### src/rtl/video_arb_slot.sv
// Video channel of the DRAM arbiter: picks video slots from a phase counter, issues reads,
// and returns data after RD_LAT slots. Optional slot statistics: define VIDEO_ARB_SLOTCNT_EN.
module video_arb_slot #(
  parameter int RD_LAT = 1
) (
  input  logic        clk,
  input  logic        rst,
  input  logic        cend,
  input  logic        pre_cend,
  input  logic        video_go,
  input  logic [1:0]  video_bw,
  input  logic [20:0] video_addr,
  output logic        video_next,
  output logic        video_strobe,
  output logic [15:0] video_data,
  output logic        cpu_slot,
  output logic        dram_req,
  output logic [20:0] dram_addr,
  input  logic [15:0] dram_rddata
`ifdef VIDEO_ARB_SLOTCNT_EN
  ,
  input  logic        int_start,
  output logic [15:0] slot_cnt
`endif
);

  logic [2:0]        phase_q, phase_d;
  logic              slot_pend_q, slot_pend_d;
  logic [20:0]       dram_addr_q, dram_addr_d;
  logic [RD_LAT-1:0] pipe_q, pipe_d;
  logic [15:0]       video_data_q, video_data_d;
  logic              strobe_q, strobe_d;
  logic              slot_sel;
  logic              next_hit;
  logic              req;
  logic              pipe_exit;

  always_comb begin
    phase_d = phase_q;
    if (!video_go) begin
      phase_d = 3'd0;
    end else if (cend) begin
      phase_d = phase_q + 3'd1;
    end

    // phase_d is the value the counter holds during the cend that follows this pre_cend
    slot_sel = 1'b0;
    case (video_bw)
      2'b00:   slot_sel = (phase_d == 3'd0);
      2'b01:   slot_sel = (phase_d[1:0] == 2'd0);
      2'b10:   slot_sel = (phase_d[0] == 1'b0);
      default: slot_sel = 1'b1;
    endcase

    next_hit    = pre_cend & video_go & slot_sel;
    slot_pend_d = next_hit;
    dram_addr_d = next_hit ? video_addr : dram_addr_q;
    req         = cend & slot_pend_q;

    pipe_d = pipe_q;
    if (cend) begin
      pipe_d[0] = req;
      for (int i = 1; i < RD_LAT; i++) begin
        pipe_d[i] = pipe_q[i-1];
      end
    end

    pipe_exit    = cend & pipe_q[RD_LAT-1];
    video_data_d = pipe_exit ? dram_rddata : video_data_q;
    strobe_d     = pipe_exit;
  end

  always_ff @(posedge clk or posedge rst) begin
    if (rst) begin
      phase_q      <= 3'd0;
      slot_pend_q  <= 1'b0;
      dram_addr_q  <= 21'd0;
      pipe_q       <= '0;
      video_data_q <= 16'h0000;
      strobe_q     <= 1'b0;
    end else begin
      phase_q      <= phase_d;
      slot_pend_q  <= slot_pend_d;
      dram_addr_q  <= dram_addr_d;
      pipe_q       <= pipe_d;
      video_data_q <= video_data_d;
      strobe_q     <= strobe_d;
    end
  end

  assign video_next   = next_hit;
  assign dram_req     = req;
  assign cpu_slot     = cend & ~slot_pend_q;
  assign dram_addr    = dram_addr_q;
  assign video_data   = video_data_q;
  assign video_strobe = strobe_q;

`ifdef VIDEO_ARB_SLOTCNT_EN
  logic [15:0] cnt_q, cnt_d;
  logic [15:0] slot_cnt_q, slot_cnt_d;

  // A frame start that coincides with an issue counts that issue in the new frame
  always_comb begin
    cnt_d      = cnt_q;
    slot_cnt_d = slot_cnt_q;
    if (int_start) begin
      slot_cnt_d = cnt_q;
      cnt_d      = req ? 16'd1 : 16'd0;
    end else if (req && (cnt_q != 16'hFFFF)) begin
      cnt_d = cnt_q + 16'd1;
    end
  end

  always_ff @(posedge clk or posedge rst) begin
    if (rst) begin
      cnt_q      <= 16'd0;
      slot_cnt_q <= 16'd0;
    end else begin
      cnt_q      <= cnt_d;
      slot_cnt_q <= slot_cnt_d;
    end
  end

  assign slot_cnt = slot_cnt_q;
`endif

endmodule

### config.mk
export PLATFORM = sky130hd
export DESIGN_NAME = video_arb_slot
export DESIGN_NICKNAME = d
export VERILOG_FILES = /design/src/rtl/video_arb_slot.sv
export SDC_FILE = /design/constraint.sdc
export NUM_CORES = 1
export LEC_CHECK = 0
export CAP_MARGIN = 20
export CELL_PAD_IN_SITES_DETAIL_PLACEMENT = 0
export CELL_PAD_IN_SITES_GLOBAL_PLACEMENT = 1
export CORE_UTILIZATION = 32
export DETAILED_ROUTE_END_ITERATION = 8
export GPL_TIMING_DRIVEN = 0
export HOLD_SLACK_MARGIN = 0.02
export MAX_ROUTING_LAYER = met4
export PLACE_DENSITY = 0.87
export SETUP_SLACK_MARGIN = 0.5
export SLEW_MARGIN = 20
export SYNTH_ARGS = -nofsm -noshare
export SYNTH_HDL_FRONTEND = slang
export SYNTH_SLANG_ARGS = --single-unit
### constraint.sdc
create_clock -name clk -period 2.7 [get_ports clk]
set_input_delay 0.27 -clock clk [delete_from_list [all_inputs] [get_ports clk]]
set_output_delay 0.27 -clock clk [all_outputs]
set_load 0.01 [all_outputs]
# After elaboration in Yosys (flattened, before gate mapping)
# Index checks and enable logic that the tools add are counted.
# classes
n_addsub	1
eq_ne	2
mux	3
bitwise	7
n_reduce_logical	3
# ops
cell	n
3-bit two-way mux	2
1-bit AND	5
2-bit zero test	2
3-bit by 1-bit adder with 3-bit output, second input constant	1
3-bit zero test	1
1-bit one-hot mux with 3 select lines	1
2-bit by 1-bit equality test with 1-bit output, second input constant	1
2-bit equality test, second input constant	1
1-bit NOT	2
# totals
regBits	43
out_inout_bits	41
word_cells	22

# Longest topological paths before layout
# Gate-level depths: netlist (run 1).
# logic_depth
word_depth	6
mapped_depth	6

# Worst setup path before layout (run 1)
# Ideal clock, no wire load.
# synth_path
path_type	register -> register
from	register phase_q[0]
to	register dram_addr_q[0] (netlist: dram_addr[0])
setup_ns	0.125
t_arrival_ns	1.829
required_time_ns	2.575
path_slack_ns	0.746
path_stages_with_launch	7
n_path_buf	1
synth_period_minus_slack_ns	1.954
cell_sequence	dfrtp_1 -> ha_1 -> or3b_1 -> o2111ai_2 -> a211oi_4 -> buf_8 -> mux2_4
# synth_between
elab_chain_cells	6
word_cells_on_any_way	8
cone_classes	1 x add/sub; 3 x mux; 2 x bitwise; 2 x reduce/logical
# synth_rtl
element	line	source
start: declaration	27	logic [2:0] phase_q, phase_d;
start signal: assignment	82	phase_q <= phase_d;
3-bit by 1-bit adder with 3-bit output	43	phase_d = phase_q + 3'd1;
3-bit two-way mux (*)	42	end else if (cend) begin
3-bit two-way mux (*)	40	if (!video_go) begin
3-bit zero test (tied with other cells)	49	2'b00: slot_sel = (phase_d == 3'd0);
1-bit one-hot mux with 3 select lines (*)	48	case (video_bw)
1-bit AND (*)	55	next_hit = pre_cend & video_go & slot_sel;
net video_next	13	output logic video_next,
end signal: assignment	84	dram_addr_q <= dram_addr_d;
end: declaration	29	logic [20:0] dram_addr_q, dram_addr_d;
# The timed path passes the listed nets; every way through them passes the cells marked *.
# A chain may end at the register's enable or synchronous reset.

# Worst setup path in the final report (run 1)
# layout_path
from	register phase_q[0]
to	output port video_next
# layout_between
elab_chain_cells	6
word_cells_on_any_way	8
cone_classes	1 x add/sub; 3 x mux; 2 x bitwise; 2 x reduce/logical
# layout_rtl
element	line
3-bit by 1-bit adder with 3-bit output	43
3-bit two-way mux (*)	42
3-bit two-way mux (*)	40
3-bit zero test (tied with other cells)	49
1-bit one-hot mux with 3 select lines (*)	48
1-bit AND (*)	55
end: declaration	13
# Mark *: on every way between the ends. The rest lies on a longest branch, timed or not.

==> flow_metrics.tcl, run 1 <==
set metrics [dict create \
    synth-seq-cells 43 \
    cts_sinks 43 \
    finalCritPeriodShare 0.7874 \
    drv_cap 0 \
    drcViolationCount 0 \
    maxSlewViolCount 0 \
    syn_area_per_cell_sq_um 16.56 \
    area_growth_pct 59.69 \
    rsz0062_at_grt "no" \
    dp_cells 263 \
    ctsHoldBuffers 0 \
    ant_nets 0 \
    cp_top_family "compound AO/OA/AOI/OAI gates" \
    coreArea_sq_um 5238 \
    setup_viol 0 \
    first_pass_iters 2 \
    peakVddDrop_mv 0.3433 \
    period_minus_slack_ns 2.126 \
    synth_top_cell_by_area "dfrtp_1" \
    layout_commonest_cell "clkdlybuf4s50_1" \
    netlist_area_sq_um 1788 \
    overflow 0 \
    setup_slack_ns 0.5739 \
    crit_required_ns 2.43 \
    crit_fanout 3 \
    grt_pass1_vias 1284 \
    final.setup_skew_ns 0.006693 \
    synth_cells 108 \
    fin_cells 275 \
    fmax_ghz 0.4703 \
    route.met3.wl_um 186 \
    critPathBufInv 2 \
    cts_tree "built" \
    vias_per_cell 4.378 \
    clock_latency_ns 0.29 \
    grt_max_degree 30 \
    start_util 0.3414 \
    rows 26 \
    grt_pass1_wl_um 6285 \
    first_iter_violations 20 \
    numCtsBuffers 5 \
    critPathKind "flop to output pin" \
    met2_length_um 1886 \
    crit_chain "ha_2 -> or3b_1 -> o2111ai_2 -> a211oi_4 -> buf_8 -> clkdlybuf4s15_2" \
    fp.dieH_um 76.75 \
    design_area_sq_um 2855 \
    h-tree-depth 2 \
    fin_nets 249 \
    port_buffers 84 \
    antenna_found_initial 0 \
    gp_congestion 0.7681 \
    postSynthNetCount 153 \
    max_stage_delay_ns 0.41 \
    powerDensity_nw_per_um2 731.3 \
    slew_headroom 0.7803 \
    critical_path.slowest_cell "dfrtp_2" \
    yosysSeqAreaShare 0.6018 \
    vias 1204 \
    hold_violations 0 \
    drt-met1-wl_um 1613 \
    outcome "finished, final reports clean" \
    wl_per_cell_um 13.57 \
    p_leak_nw 1.230 \
    netlist.area_leader.share 0.6018 \
    synthDistinctLibCells 21 \
    clk_pin_slew_worst_paths_ns 0.08 \
    placed_cell_area_sq_um 2736 \
    ios 85 \
    ys_warn_count 0 \
    cts_root_buf "clkbuf_8" \
    synthTopCellsByArea "dfrtp_1 (60%), mux2_4 (16%), mux2_2 (12%), buf_8 (1.7%), a211oi_4 (1.1%)" \
    wl_um 3732 \
    power_mw 2.088 \
    worstMarginPinSlew_ns 0.3288 \
    tns_ns 0 \
    routed.top_layer "met4" \
    post-place-ws_ns 0.1069 \
    critPathLaunchType "flop" \
    gr-usage-all-layers 0.1419 \
    die_x_um 76.75 \
    antenna_cells 0 \
    drive_gt1_frac 0.3024 \
    arrival_ns 1.86 \
    cp-end-kind "output pin" \
    dp_hpwl_um 2769 \
    hp-class "input pin to asynchronous set/reset pin" \
    fin_hold_ws_ns 0.2529 \
    cts_buffer_depth 2 \
    die-area_sq_um 5891 \
    layout_common_cells "clkdlybuf4s50_1 (83), dfrtp_1 (42), mux2_4 (19), mux2_2 (19), clkbuf_8 (5)" \
    fin_util 0.5452 \
]
## cells in the mapped netlist
cell,number
a311oi_2,1
or3b_1,1
xor2_1,1
and2_1,3
xnor2_1,1
inv_1,3
nor2b_1,2
buf_2,2
a211oi_4,1
nand2_1,3
o2111ai_2,1
mux2_2,19
nor2_1,1
nand2b_1,1
dfrtp_1,43
buf_8,2
nor3_1,1
mux2_4,19
mux2i_1,1
ha_1,1
a21oi_1,1
## power by group
group / internal [mW] / switching, mW / total (mW)
sequential: 0.820 / 0.0881 / 0.908
clock: 0.177 / 0.204 / 0.381
combinational: 0.540 / 0.259 / 0.799
total: 1.54 / 0.551 / 2.09
## cells by family after synthesis
family,share of synthesized area
buffers and inverters,0.02869
AOI/OAI and AO/OA,0.03078
DFF,0.6018
xor gates and xnor gates,0.009799
adders and majority gates,0.006997
and+or+nand+nor,0.03709
muxes,0.2848
## what timing repair did
action                                  CTS  global route
setup buffers                             3             1
pin swaps                                 1             2
cloned                                    0             0
gates resized for setup                   5             0
endpoints found under the setup margin    1             1
endpoints found under the hold margin     0             0
## state kept, by name, indices dropped and copies added, names as in the netlist
register,flops
dram_addr,21
video_data,16
phase_q,3
pipe_q,1
slot_pend_q,1
video_strobe,1
## layout make-up
cell class	instances	area (sq um)
sequential	43	1077
inverter	3	11.26
multi-input combinational	58	663.1
clock inverter	3	15.01
clock buffer	5	68.82
tap	70	87.58
timing repair buffer	89	892.1
buffer	4	40.04
fill	451	2382
## per-layer routing
layer  up-vias  track usage
li1        566            -
met1       588       0.1723
met2        46       0.2304
met3         4      0.03810
met4         0      0.04231
met5         -            -
## worst paths after layout
| path | start | to | slack, ns | cells past startpoint |
|---|---|---|---|---|
| worst max-delay path | phase_q[0] | video_next | 0.57 | 6 |
| worst min-delay path | rst | video_data[5] | 0.25 | 2 |
| worst max register to register | phase_q[0] | dram_addr[7] | 0.70 | 7 |
| worst min register to register | video_data[10] | video_data[10] | 0.51 | 1 |
| max in group asynchronous | rst | phase_q[0] | 1.97 | 3 |
| min in group clk | video_data[10] | video_data[10] | 0.51 | 1 |
Note: power is estimated with default switching activity, not from simulation.
==> run 2: changes to the inputs <==
Clock period 2.7 ns to 2 ns, I/O delays scaled along.
==> run 2 against run 1 <==
Effect of this change:
- flip-flop and latch count did not move
- global-route usage rose by 0.28 points
- sequential share of layout area fell by 1.1 points
- clock skew barely moved
- total power rose by 39%
- core utilization rose by 1.6 points
- sequential power rose by 35%
- critical path depth did not move
- largest cell class unchanged
- largest power group unchanged
==> flow_metrics.tcl, run 2 (synthesis gave the netlist of run 1 again) <==
set metrics [dict create \
    port_buffers 84 \
    hp-class "input pin to asynchronous set/reset pin" \
    antenna_cells 0 \
    peakVddDrop_mv 0.5895 \
    area_growth_pct 64.45 \
    vias 1226 \
    setup_viol 0 \
    crit_fanout 2 \
    numCtsBuffers 5 \
    rows 26 \
    crit_chain "ha_4 -> or3b_1 -> o2111ai_2 -> a211oi_4 -> buf_8 -> buf_6" \
    grt_busiest_layer "met2" \
    fp.dieH_um 76.75 \
    die-area_sq_um 5891 \
    grt_use_met2 0.2098 \
    drcViolationCount 0 \
    p_leak_nw 1.272 \
    outcome "finished, final reports clean" \
    first_iter_violations 24 \
    wl_per_cell_um 13.89 \
    n_fill_cell 429 \
    final.setup_skew_ns 0.007065 \
    grt_pass1_wl_um 6382 \
    worstReg2RegStart "phase_q[0]" \
    cts_sinks 43 \
    period_minus_slack_ns 1.949 \
    clock_latency_ns 0.29 \
    fmax_ghz 0.5130 \
    max_stage_delay_ns 0.44 \
    grt_max_degree 23 \
    vias_per_cell 4.410 \
    die_x_um 76.75 \
    hold_violations 0 \
    critPathLaunchType "flop" \
    finalCritPeriodShare 0.9746 \
    timing.reg2reg.setup_slack_ns 0.06 \
    fin_nets 252 \
    h-tree-depth 2 \
    rsz0062_at_grt "yes" \
    cts_buffer_depth 2 \
    drv_cap 0 \
    slew_headroom 0.6623 \
    arrival_ns 1.75 \
    layout_commonest_cell "clkdlybuf4s50_1" \
    critPathKind "flop to output pin" \
    wl_um 3861 \
    post-place-ws_ns -0.5018 \
    overflow 0 \
    cts_tree "built" \
    cts_root_buf "clkbuf_8" \
    fin_util 0.5614 \
    start_util 0.3414 \
    grt_pass1_vias 1300 \
    first_pass_iters 2 \
    layout_common_cells "clkdlybuf4s50_1 (81), dfrtp_1 (42), mux2_4 (21)" \
    gp_congestion 0.7280 \
    setup_slack_ns 0.05070 \
    critical_path.slowest_cell "dfrtp_2" \
    cp-end-kind "output pin" \
    ant_nets 0 \
    antenna_found_initial 0 \
    clk_pin_slew_worst_paths_ns 0.09 \
    grtUsageMet3 0.05357 \
    drive_gt1_frac 0.3221 \
    gr-usage-all-layers 0.1447 \
    crit_required_ns 1.80 \
    dp_hpwl_um 2719 \
    coreArea_sq_um 5238 \
    met1_usage 0.1819 \
    reg2reg_depth 7 \
    worstMarginPinSlew_ns 0.5058 \
    maxSlewViolCount 0 \
    largest_reg_flops 21 \
    powerDensity_nw_per_um2 989.2 \
    timing.rr.end "dram_addr[12]" \
    ios 85 \
]
-- run 2: cell types whose count changed in the layout (fill, tap and decap cells not counted), sizes merged --
cell / delta
clkinv: -2
clkdlybuf4s15: -1
buf: +3
inv: +2
clkbuf: +3
clkdlybuf4s50: -2
-- run 2: metrics by stage --
stage / power, mW / TNS (ns) / hold slack [ns] / cell area [sq um] / std cells
3_5_place_dp: 2.323 / -4.215 / 0.4906 / 2758 / 263
2_1_floorplan: 1.694 / 0 / 0.3285 / 1802 / 108
5_1_grt: 3.073 / -0.05139 / 0.3067 / 2940 / 278
3_3_place_gp: 2.300 / -10.93 / 0.4885 / 2730 / 262
6_report: 2.909 / 0 / 0.2521 / 2940 / 278
4_1_cts: 2.951 / 0 / 0.2672 / 2923 / 277
-- run 2: area by class of cell --
cell class | count | area (sq um) | share of cell area
Tap cell | 70 | 87.58 | 0.02979
Multi-Input combinational cell | 58 | 680.7 | 0.2315
Buffer | 4 | 47.55 | 0.01617
Clock buffer | 5 | 68.82 | 0.02340
Clock inverter | 3 | 26.28 | 0.008936
Timing Repair Buffer | 92 | 940.9 | 0.3200
Inverter | 3 | 11.26 | 0.003830
Sequential cell | 43 | 1077 | 0.3664
-- run 2: timing repair --
action | CTS | global route
buffers inserted | 6 | 0
hold endpoints to repair | 0 | 0
hold buffers | 0 | 0
gates cloned | 0 | 1
setup endpoints to repair | 34 | 34
gates resized for setup | 14 | 4
pin swaps | 3 | 0
-- run 2: worst max path at each step --
| stage | start | end | slack (ns) | cells after the start |
|---|---|---|---|---|
| 2_1_floorplan | phase_q[0] | dram_addr[0] | 0.08 | 6 |
| 3_3_place_gp | cend | video_next | -0.52 | 6 |
| 3_5_place_dp | cend | video_next | -0.50 | 6 |
| 4_1_cts | phase_q[0] | video_next | 0.04 | 6 |
| 5_1_grt | phase_q[0] | video_next | -0.02 | 6 |
| 6_report | phase_q[0] | video_next | 0.05 | 6 |
-- run 2: critical path, delay by kind of cell, from the launching register on --
kind	cells	cell delay [ns]
compound gates	2	0.45
fa+ha+maj	1	0.16
buf+inv	2	0.24
flops	1	0.44
simple gates	1	0.17
-- run 2: power by group --
group          switching, mW  internal [mW]
sequential             0.124           1.11
clock                  0.323          0.257
combinational          0.350          0.747
total                  0.797           2.11
-- run 2: routing by layer --
layer,vias up,wire length [um]
met2,57,1820
met1,595,1686
met5,-,0
li1,569,-
met4,0,51
met3,5,303
